$ cat config.mk
export PLATFORM = sky130hd
export DESIGN_NAME = mult_div_unit_flat
export DESIGN_NICKNAME = d
export VERILOG_FILES = /design/src/rtl/mult_div_unit_if.sv /design/src/rtl/mult_div_unit.sv /design/src/flat_wrapper.sv
export SDC_FILE = /design/constraint.sdc
export NUM_CORES = 1
export LEC_CHECK = 0
export CAP_MARGIN = 10
export CORE_MARGIN = 2
export CORE_UTILIZATION = 36
export DETAILED_ROUTE_END_ITERATION = 16
export GPL_TIMING_DRIVEN = 0
export SLEW_MARGIN = 20
export SYNTH_ARGS = -nofsm -noshare
export SYNTH_HDL_FRONTEND = slang
export SYNTH_SLANG_ARGS = --single-unit
$ cat constraint.sdc
create_clock -name CLK -period 5.81 [get_ports CLK]
set_input_delay 1.4525 -clock CLK [delete_from_list [all_inputs] [get_ports CLK]]
set_output_delay 1.4525 -clock CLK [all_outputs]
set_load 0.05 [all_outputs]
$ cat src/rtl/mult_div_unit_if.sv
// Issue/result bundle between the EX stage (master) and the multiply/divide unit (slave).
interface mdu_if #(
  parameter int XLEN = 32
);
  logic            Start;
  logic [5:0]      Func;
  logic [XLEN-1:0] Rdata1;
  logic [XLEN-1:0] Rdata2;
  logic [XLEN-1:0] HI;
  logic [XLEN-1:0] LO;
  logic            Busy;
  logic            Done;

  modport master (output Start, Func, Rdata1, Rdata2, input HI, LO, Busy, Done);
  modport slave  (input Start, Func, Rdata1, Rdata2, output HI, LO, Busy, Done);
endinterface

$ cat src/rtl/mult_div_unit.sv
// Iterative MIPS multiply/divide unit owning HI/LO: radix-2 shift-add multiply, restoring divide, sign-fix cycle.
// Optional macro MDU_EARLY_EXIT_EN: multiply stops iterating once the remaining multiplier bits are zero.
module mult_div_unit #(
  parameter int XLEN  = 32,
  parameter int CNT_W = 6
) (
  input  logic CLK,
  input  logic RST,
  mdu_if.slave bus
);
  localparam logic [5:0] F_MULT  = 6'h18;
  localparam logic [5:0] F_MULTU = 6'h19;
  localparam logic [5:0] F_DIV   = 6'h1A;
  localparam logic [5:0] F_DIVU  = 6'h1B;
  localparam logic [5:0] F_MTHI  = 6'h11;
  localparam logic [5:0] F_MTLO  = 6'h13;

  typedef enum logic [1:0] {IDLE, RUN, FIX} state_t;

  state_t              state_reg, state_next;
  logic [CNT_W-1:0]    cnt_reg;
  logic [2*XLEN-1:0]   acc_reg;     // {remainder/product high, quotient/multiplier low}
  logic [XLEN-1:0]     opnd_reg;    // multiplicand or divisor magnitude
  logic [XLEN-1:0]     rs_reg;
  logic                is_div_reg, neg_q_reg, neg_r_reg, dbz_reg;
  logic [XLEN-1:0]     hi_reg, lo_reg;
  logic                done_reg;
  logic                busy;
`ifdef MDU_EARLY_EXIT_EN
  logic [XLEN-1:0]     mplier_reg;
`endif

  // Issue decode
  logic            accept, is_mul_op, is_div_op, is_signed, op_start;
  logic [XLEN-1:0] abs_a, abs_b;

  assign accept    = (state_reg == IDLE) && bus.Start;
  assign is_mul_op = (bus.Func == F_MULT) || (bus.Func == F_MULTU);
  assign is_div_op = (bus.Func == F_DIV)  || (bus.Func == F_DIVU);
  assign is_signed = (bus.Func == F_MULT) || (bus.Func == F_DIV);
  assign op_start  = accept && (is_mul_op || is_div_op);
  assign abs_a     = (is_signed && bus.Rdata1[XLEN-1]) ? -bus.Rdata1 : bus.Rdata1;
  assign abs_b     = (is_signed && bus.Rdata2[XLEN-1]) ? -bus.Rdata2 : bus.Rdata2;

  // One multiply step: conditional add into the high half, then shift right with carry.
  logic [XLEN:0]     mul_sum;
  logic [2*XLEN-1:0] mul_next;
  assign mul_sum  = {1'b0, acc_reg[2*XLEN-1:XLEN]} + (acc_reg[0] ? {1'b0, opnd_reg} : '0);
  assign mul_next = {mul_sum, acc_reg[XLEN-1:1]};

  // One restoring divide step on the shifted partial remainder.
  logic [XLEN:0]     rem_sh;
  logic [XLEN+1:0]   diff;
  logic              ge;
  logic [2*XLEN-1:0] div_next;
  assign rem_sh   = {acc_reg[2*XLEN-1:XLEN], acc_reg[XLEN-1]};
  assign diff     = {1'b0, rem_sh} - {2'b00, opnd_reg};
  assign ge       = ~diff[XLEN+1];
  assign div_next = ge ? {diff[XLEN-1:0], acc_reg[XLEN-2:0], 1'b1}
                       : {rem_sh[XLEN-1:0], acc_reg[XLEN-2:0], 1'b0};

  logic last_iter;
`ifdef MDU_EARLY_EXIT_EN
  assign last_iter = (cnt_reg == CNT_W'(1)) || (!is_div_reg && ((mplier_reg >> 1) == '0));
`else
  assign last_iter = (cnt_reg == CNT_W'(1));
`endif

  // Final sign fix; an early-exited product still sits cnt_reg bits too high.
  logic [2*XLEN-1:0] prod, prod_s;
  logic [XLEN-1:0]   quo_s, rem_s, fix_hi, fix_lo;
`ifdef MDU_EARLY_EXIT_EN
  assign prod = acc_reg >> cnt_reg;
`else
  assign prod = acc_reg;
`endif
  assign prod_s = neg_q_reg ? -prod : prod;
  assign quo_s  = neg_q_reg ? -acc_reg[XLEN-1:0] : acc_reg[XLEN-1:0];
  assign rem_s  = neg_r_reg ? -acc_reg[2*XLEN-1:XLEN] : acc_reg[2*XLEN-1:XLEN];

  always_comb begin
    fix_hi = prod_s[2*XLEN-1:XLEN];
    fix_lo = prod_s[XLEN-1:0];
    if (is_div_reg) begin
      if (dbz_reg) begin
        fix_hi = rs_reg;
        fix_lo = '1;
      end else begin
        fix_hi = rem_s;
        fix_lo = quo_s;
      end
    end
  end

  // FSM: state register
  always_ff @(posedge CLK or negedge RST) begin
    if (!RST) state_reg <= IDLE;
    else      state_reg <= state_next;
  end

  // FSM: next state
  always_comb begin
    state_next = state_reg;
    case (state_reg)
      IDLE:    if (op_start)  state_next = RUN;
      RUN:     if (last_iter) state_next = FIX;
      FIX:     state_next = IDLE;
      default: state_next = IDLE;
    endcase
  end

  // FSM: outputs
  always_comb begin
    busy = (state_reg != IDLE);
  end

  always_ff @(posedge CLK or negedge RST) begin
    if (!RST) begin
      cnt_reg    <= '0;
      acc_reg    <= '0;
      opnd_reg   <= '0;
      rs_reg     <= '0;
      is_div_reg <= 1'b0;
      neg_q_reg  <= 1'b0;
      neg_r_reg  <= 1'b0;
      dbz_reg    <= 1'b0;
      hi_reg     <= '0;
      lo_reg     <= '0;
      done_reg   <= 1'b0;
`ifdef MDU_EARLY_EXIT_EN
      mplier_reg <= '0;
`endif
    end else begin
      done_reg <= 1'b0;
      case (state_reg)
        IDLE: begin
          if (accept) begin
            if (bus.Func == F_MTHI) hi_reg <= bus.Rdata1;
            if (bus.Func == F_MTLO) lo_reg <= bus.Rdata1;
            if (op_start) begin
              cnt_reg    <= CNT_W'(XLEN);
              acc_reg    <= {{XLEN{1'b0}}, (is_mul_op ? abs_b : abs_a)};
              opnd_reg   <= is_mul_op ? abs_a : abs_b;
              rs_reg     <= bus.Rdata1;
              is_div_reg <= is_div_op;
              neg_q_reg  <= is_signed && (bus.Rdata1[XLEN-1] ^ bus.Rdata2[XLEN-1]);
              neg_r_reg  <= is_signed && bus.Rdata1[XLEN-1];
              dbz_reg    <= (bus.Rdata2 == '0);
`ifdef MDU_EARLY_EXIT_EN
              mplier_reg <= abs_b;
`endif
            end
          end
        end
        RUN: begin
          acc_reg <= is_div_reg ? div_next : mul_next;
          cnt_reg <= cnt_reg - CNT_W'(1);
`ifdef MDU_EARLY_EXIT_EN
          mplier_reg <= mplier_reg >> 1;
`endif
        end
        FIX: begin
          hi_reg   <= fix_hi;
          lo_reg   <= fix_lo;
          done_reg <= 1'b1;
        end
        default: ;
      endcase
    end
  end

  assign bus.HI   = hi_reg;
  assign bus.LO   = lo_reg;
  assign bus.Busy = busy;
  assign bus.Done = done_reg;
endmodule

$ cat src/flat_wrapper.sv
// flat-port wrapper written by rule: the top's interface ports become plain ports
module mult_div_unit_flat 
#(
  parameter int XLEN  = 32,
  parameter int CNT_W = 6
)
  (CLK, RST, bus_Start, bus_Func, bus_Rdata1, bus_Rdata2, bus_HI, bus_LO, bus_Busy, bus_Done);
  mdu_if #(.XLEN(XLEN)) bus_i ();
  input  logic CLK;
  input  logic RST;
  input wire logic [$bits(bus_i.Start)-1:0] bus_Start;
  input wire logic [$bits(bus_i.Func)-1:0] bus_Func;
  input wire logic [$bits(bus_i.Rdata1)-1:0] bus_Rdata1;
  input wire logic [$bits(bus_i.Rdata2)-1:0] bus_Rdata2;
  output wire logic [$bits(bus_i.HI)-1:0] bus_HI;
  output wire logic [$bits(bus_i.LO)-1:0] bus_LO;
  output wire logic [$bits(bus_i.Busy)-1:0] bus_Busy;
  output wire logic [$bits(bus_i.Done)-1:0] bus_Done;
  assign bus_i.Start = bus_Start;
  assign bus_i.Func = bus_Func;
  assign bus_i.Rdata1 = bus_Rdata1;
  assign bus_i.Rdata2 = bus_Rdata2;
  assign bus_HI = bus_i.HI;
  assign bus_LO = bus_i.LO;
  assign bus_Busy = bus_i.Busy;
  assign bus_Done = bus_i.Done;
  mult_div_unit #(.XLEN(XLEN), .CNT_W(CNT_W)) u_core (.CLK(CLK), .RST(RST), .bus(bus_i));
endmodule
## Word-level counts from Yosys, hierarchy flattened

Cells that the tools add are included.

| word-level totals | value |
|---|---|
| bits in registers | 205 |
| input bits | 73 |
| output and inout bits | 66 |
| word-level logic and storage cells | 84 |

| cells by class | value |
|---|---|
| reduce and logical (&&, ||, !) cells | 19 |
| multiplexer cells | 30 |
| $add $sub $neg | 8 |
| equal/unequal tests | 14 |
| bitwise logic cells | 1 |

Operators with widths:

| operator | count |
|---|---|
| $mux 32 | 15 |
| $mux 64 | 5 |
| $neg 32->32 | 4 |
| $pmux 32 s2 | 2 |
| $pmux 64 s2 | 1 |
| $neg 64->64 | 1 |
| $eq 6x5->1 const B | 6 |
| $sub 33x32->34 | 1 |
| $add 32x33->33 | 1 |
| $logic_not 32->1 | 1 |
| $mux 6 | 2 |
| $pmux 6 s2 | 1 |
| $reduce_and 3->1 | 4 |
| $eq 6x1->1 const B | 1 |
| $ne 2x1->1 const B | 3 |
| $reduce_bool 2->1 | 3 |
| $sub 6x1->6 const B | 1 |
| $logic_and 1x1->1 | 5 |
| $logic_or 1x1->1 | 4 |
| $mux 2 | 2 |
| $ne 2x2->1 const B | 2 |
| $pmux 2 s2 | 1 |
| $eq 2x1->1 const B | 1 |
| $eq 2x2->1 const B | 1 |
| other kinds (4) | 4 |

## Longest topological paths before layout

| logic depth | value |
|---|---|
| depth in word-level cells | 8 |
| depth in mapped cells | 14 |
| mapped depth without buffers | 13 |

## Worst setup path before layout

Ideal clock, no wire load.

| timing | value |
|---|---|
| path type | input -> register |
| from | input bus_Rdata1[8] |
| to | register u_core.acc_reg[25] |
| setup slack | 1,987 ps |
| arrival time | 3,758 ps |
| path buffers | 2 |
| setup time | 65 ps |
| cell stages on the path | 10 |
| cell sequence | clkbuf_1 > or4_1 > or4_1 > nor4_4 > and2_1 > buf_2 > a21oi_1 > xnor2_1 > a211oi_1 > o22a_1 |

| on the way | value |
|---|---|
| cells in the longest elaborated chain, start to end | 6 |

Ends and longest elaborated chain:

| what | line | text |
|---|---|---|
| start, declared | flat_wrapper.sv:13 | `input wire logic [$bits(bus_i.Rdata1)-1:0] bus_Rdata1;` |
| $neg 32->32 | mult_div_unit.sv:42 | `assign abs_a = (is_signed && bus.Rdata1[XLEN-1]) ? -bus.Rdata1 : bus.Rdata1;` |
| $mux 32 | mult_div_unit.sv:42 |  |
| $mux 32 | mult_div_unit.sv:142 | `acc_reg <= {{XLEN{1'b0}}, (is_mul_op ? abs_b : abs_a)};` |
| $mux 64 | mult_div_unit.sv:140 | `if (op_start) begin` |
| $mux 64 | mult_div_unit.sv:137 | `if (accept) begin` |
| $pmux 64 s2 | mult_div_unit.sv:135 | `case (state_reg)` |
| end signal, assigned | mult_div_unit.sv:142 |  |
| end signal, assigned | mult_div_unit.sv:156 | `acc_reg <= is_div_reg ? div_next : mul_next;` |
| end, declared | mult_div_unit.sv:22 | `logic [2*XLEN-1:0] acc_reg;` |

No other way between the ends. The select of a mux whose other input is x is not followed.
A chain may end at the register's enable or synchronous reset.

## Final worst setup path

| timing | value |
|---|---|
| from | input bus_Rdata1[11] |
| to | register u_core.opnd_reg[21] |

| on the way | value |
|---|---|
| cells in the longest elaborated chain, start to end | 3 |

Ends and longest elaborated chain:

| what | line | text |
|---|---|---|
| $neg 32->32 | mult_div_unit.sv:42 |  |
| $mux 32 | mult_div_unit.sv:42 |  |
| $mux 32 | mult_div_unit.sv:143 | `opnd_reg <= is_mul_op ? abs_a : abs_b;` |
| end signal, assigned | mult_div_unit.sv:143 |  |
| end, declared | mult_div_unit.sv:23 | `logic [XLEN-1:0] opnd_reg;` |

No other way between the ends.

==> flow_summary.ini <==
[status]
status = completed

[die]
row_count = 80
die_y_um = 223.8
design.core.area_um2 = 47750
ios = 139
dieWidth_um = 223.8
start_util_pct = 36.43
die_area_um2 = 50100

[clocking]
clkTransAtPathRegs_ns = 0.06
root_buffer = clkbuf_16
htree_levels = 1
clk_latency_ns = 0.57
clock_sinks = 205
cts_resized = 0
tritoncts = done
cts_hold_buf = 0
cts_buffers = 25
post_cts_buffers = 0
clockBufferDepth = 3

[run]
drv_cap = 0

[layout]
drive_gt1_share_pct = 4.259
design_area_um2 = 20410
final_nets = 2570
synthToLayoutAreaGrowth_pct = 17.32
diodes = 0
largest_reg_flops = 64

[sta]
setup_ws_ns = 0.9887
relSlewSlack_pct = 23.43
period_share_pct = 82.98
clock.fmax_ghz = 0.2074
final-setup-viol-count = 0
grt_setup_unrepaired = false
hold_viol = 0
fin_crit_ns = 4.821
drv_slew = 0
holdWs_ns = 0.4736
finalClockSkew_ns = 0.02962
tightest_slew_ns = 1.141

[synthesis]
syn_inst = 2266
synth-async-reset-ratio_pct = 100.0
synth_top_area_share_pct = 29.49
synth_flop_cell = dfrtp_1
synth-simple-area-share_pct = 21.88
seq_area_frac_synth_pct = 29.49
synthesis.area_um2 = 17400
synth_area_leaders = dfrtp_1 29%, nand2_1 8.7%, xor2_1 5.6%
synth_compound_area_share_pct = 23.29
synth-edff-count = 0
synth_xor_area_share_pct = 9.919
synth.distinct_cells = 76
muxShareOfSynthArea_pct = 4.632
syn_nets = 2411
ys_ff_latch = 205
synth_top_family_by_area = compound AO/OA/AOI/OAI gates
synthAdderAreaFrac_pct = 5.265
avgSynthCellArea_um2 = 7.677
yosys_warnings = 0
synth_area_leader_cell = dfrtp_1

[route]
final_antenna_net_count = 0
drc = 0
wirelength_mm = 74.85
drt-initial-drc-count = 2153
first_pass_iters = 8
vias = 18320
wire_per_inst_um = 24.49
routed_via_density = 5.993

[pwr]
totalPowerFinal_uw = 12890
max-vdd-ir-drop_uv = 237.5
power.density_nw_per_um2 = 631.6
cellLeakagePower_uw = 0.008302

[grt]
globalRouteOverflowTotal = 0
grt_pass1_wl_mm = 109.8
grt_pass1_vias = 17230
antenna_found_initial = 0
grt_max_degree = 92
grt_usage_pct = 29.04

[critical_path]
critical_path_class = in2reg
crit_path_end_kind = register
worstPathMaxFanout = 7
required_ns = 6.24
arrival_ns = 5.26
critPathLaunchType = input port

[placed_design]
place_hpwl_mm = 59.31
place.gp.congestion = 0.9885
io_buffer_count = 130
placed_cell_area_um2 = 19530
dpl_worst_slack_ns = 0.6079

[worst_hold_path]
hold_path_class = reg2reg
power by group:
| group | switching [µW] | internal, µW |
|---|---|---|
| Sequential | 633 | 2110 |
| Combinational | 5480 | 2930 |
| Clock | 682 | 1060 |
| Total | 6800 | 6090 |
Yosys cell counts, drive strengths merged, types with 11 or more instances:
cell,n
nand2,403
dfrtp,205
o21ai,200
nor2,170
a21oi,147
clkbuf,137
xor2,111
xnor2,86
nand3,75
ha,70
inv,69
mux2i,67
nor3,41
buf,38
o31ai,36
a31oi,34
a21o,29
o211ai,29
a32oi,28
a211oi,24
nor4,20
o41ai,17
or4,16
and2,15
nand2b,14
o21a,13
or3,13
a22oi,12
mux2,12
nand4,11
path summary, 6_finish.rpt:
path,endpoint,startpoint,cells after the start,slack (ns)
min in group asynchronous,u_core.bus.LO[12],RST,1,0.74
setup / recovery,u_core.opnd_reg[21],bus_Rdata1[11],11,0.99
hold reg to reg,u_core.rs_reg[2],u_core.rs_reg[2],2,0.47
setup reg to reg,u_core.acc_reg[56],u_core.acc_reg[0],13,1.16
hold / removal,u_core.rs_reg[2],u_core.rs_reg[2],2,0.47
max in group asynchronous,u_core.rs_reg[2],RST,2,4.27
kinds of logic (layout without fill, tap and decap cells):
logic type / count (synthesis) / in the layout
adder cells (fa/ha/maj): 72 / 72
flip-flops: 205 / 205
buffers and inverters: 244 / 420
XOR/XNOR: 197 / 197
AO/OA/AOI/OAI: 641 / 641
multiplexers: 79 / 79
AND/OR/NAND/NOR: 828 / 828
worst max-delay path, cell delays in order:
cell and delay [ns]:
clkdlybuf4s50_1 0.71, or4_1 0.69, or4_1 0.56, nor4_4 0.33, and2_1 0.18, buf_2 0.19, a21oi_1 0.10, xnor2_1 0.66
nand2_1 0.14, o211ai_1 0.13, o21ai_0 0.11
layer usage:
metal	up-vias	share of wire (%)	GRT usage [%]	routed length, µm
met5	-	0	0	0
met4	0	4.8	12.77	3587
met3	153	8.7	4.604	6475
met2	948	43	44.97	32500
met1	8877	43	40.00	32290
li1	8342	-	-	-
layout by cell type, fill, tap and decap left out, types with 25 or more instances in the layout:
| cell type | instances |
|---|---|
| nand2_1 | 403 |
| a21o_1 | 29 |
| xor2_1 | 111 |
| a32oi_1 | 28 |
| o21ai_0 | 187 |
| o31ai_1 | 34 |
| mux2i_1 | 67 |
| nor2_1 | 170 |
| a21oi_1 | 147 |
| ha_1 | 70 |
| clkdlybuf4s50_1 | 129 |
| a31oi_1 | 34 |
| nand3_1 | 75 |
| dfrtp_1 | 205 |
| o211ai_1 | 29 |
| clkbuf_16 | 25 |
| nor3_1 | 38 |
| clkbuf_1 | 142 |
| inv_1 | 69 |
| xnor2_1 | 86 |
layout make-up:
| cell class | count | area (µm²) |
|---|---|---|
| Fill cell | 4910 | 27340 |
| Multi-Input combinational cell | 1817 | 11300 |
| Sequential cell | 205 | 5130 |
| Timing Repair Buffer | 132 | 1361 |
| Tap cell | 615 | 769.5 |
| Buffer | 175 | 701.9 |
| Clock buffer | 34 | 699.4 |
| Inverter | 69 | 259.0 |
| Clock inverter | 10 | 182.7 |
metrics by stage:
stage | utilization, % | setup TNS, ns | std cells
final | 42.74 | 0 | 3057
after global routing | 42.74 | 0 | 3057
after CTS | 42.74 | 0 | 3057
after detailed placement | 40.90 | 0 | 3013
after global placement | 40.77 | -1165.22 | 3011
after floorplan | - | 0 | 2266
(Power assumes the default switching activity.)
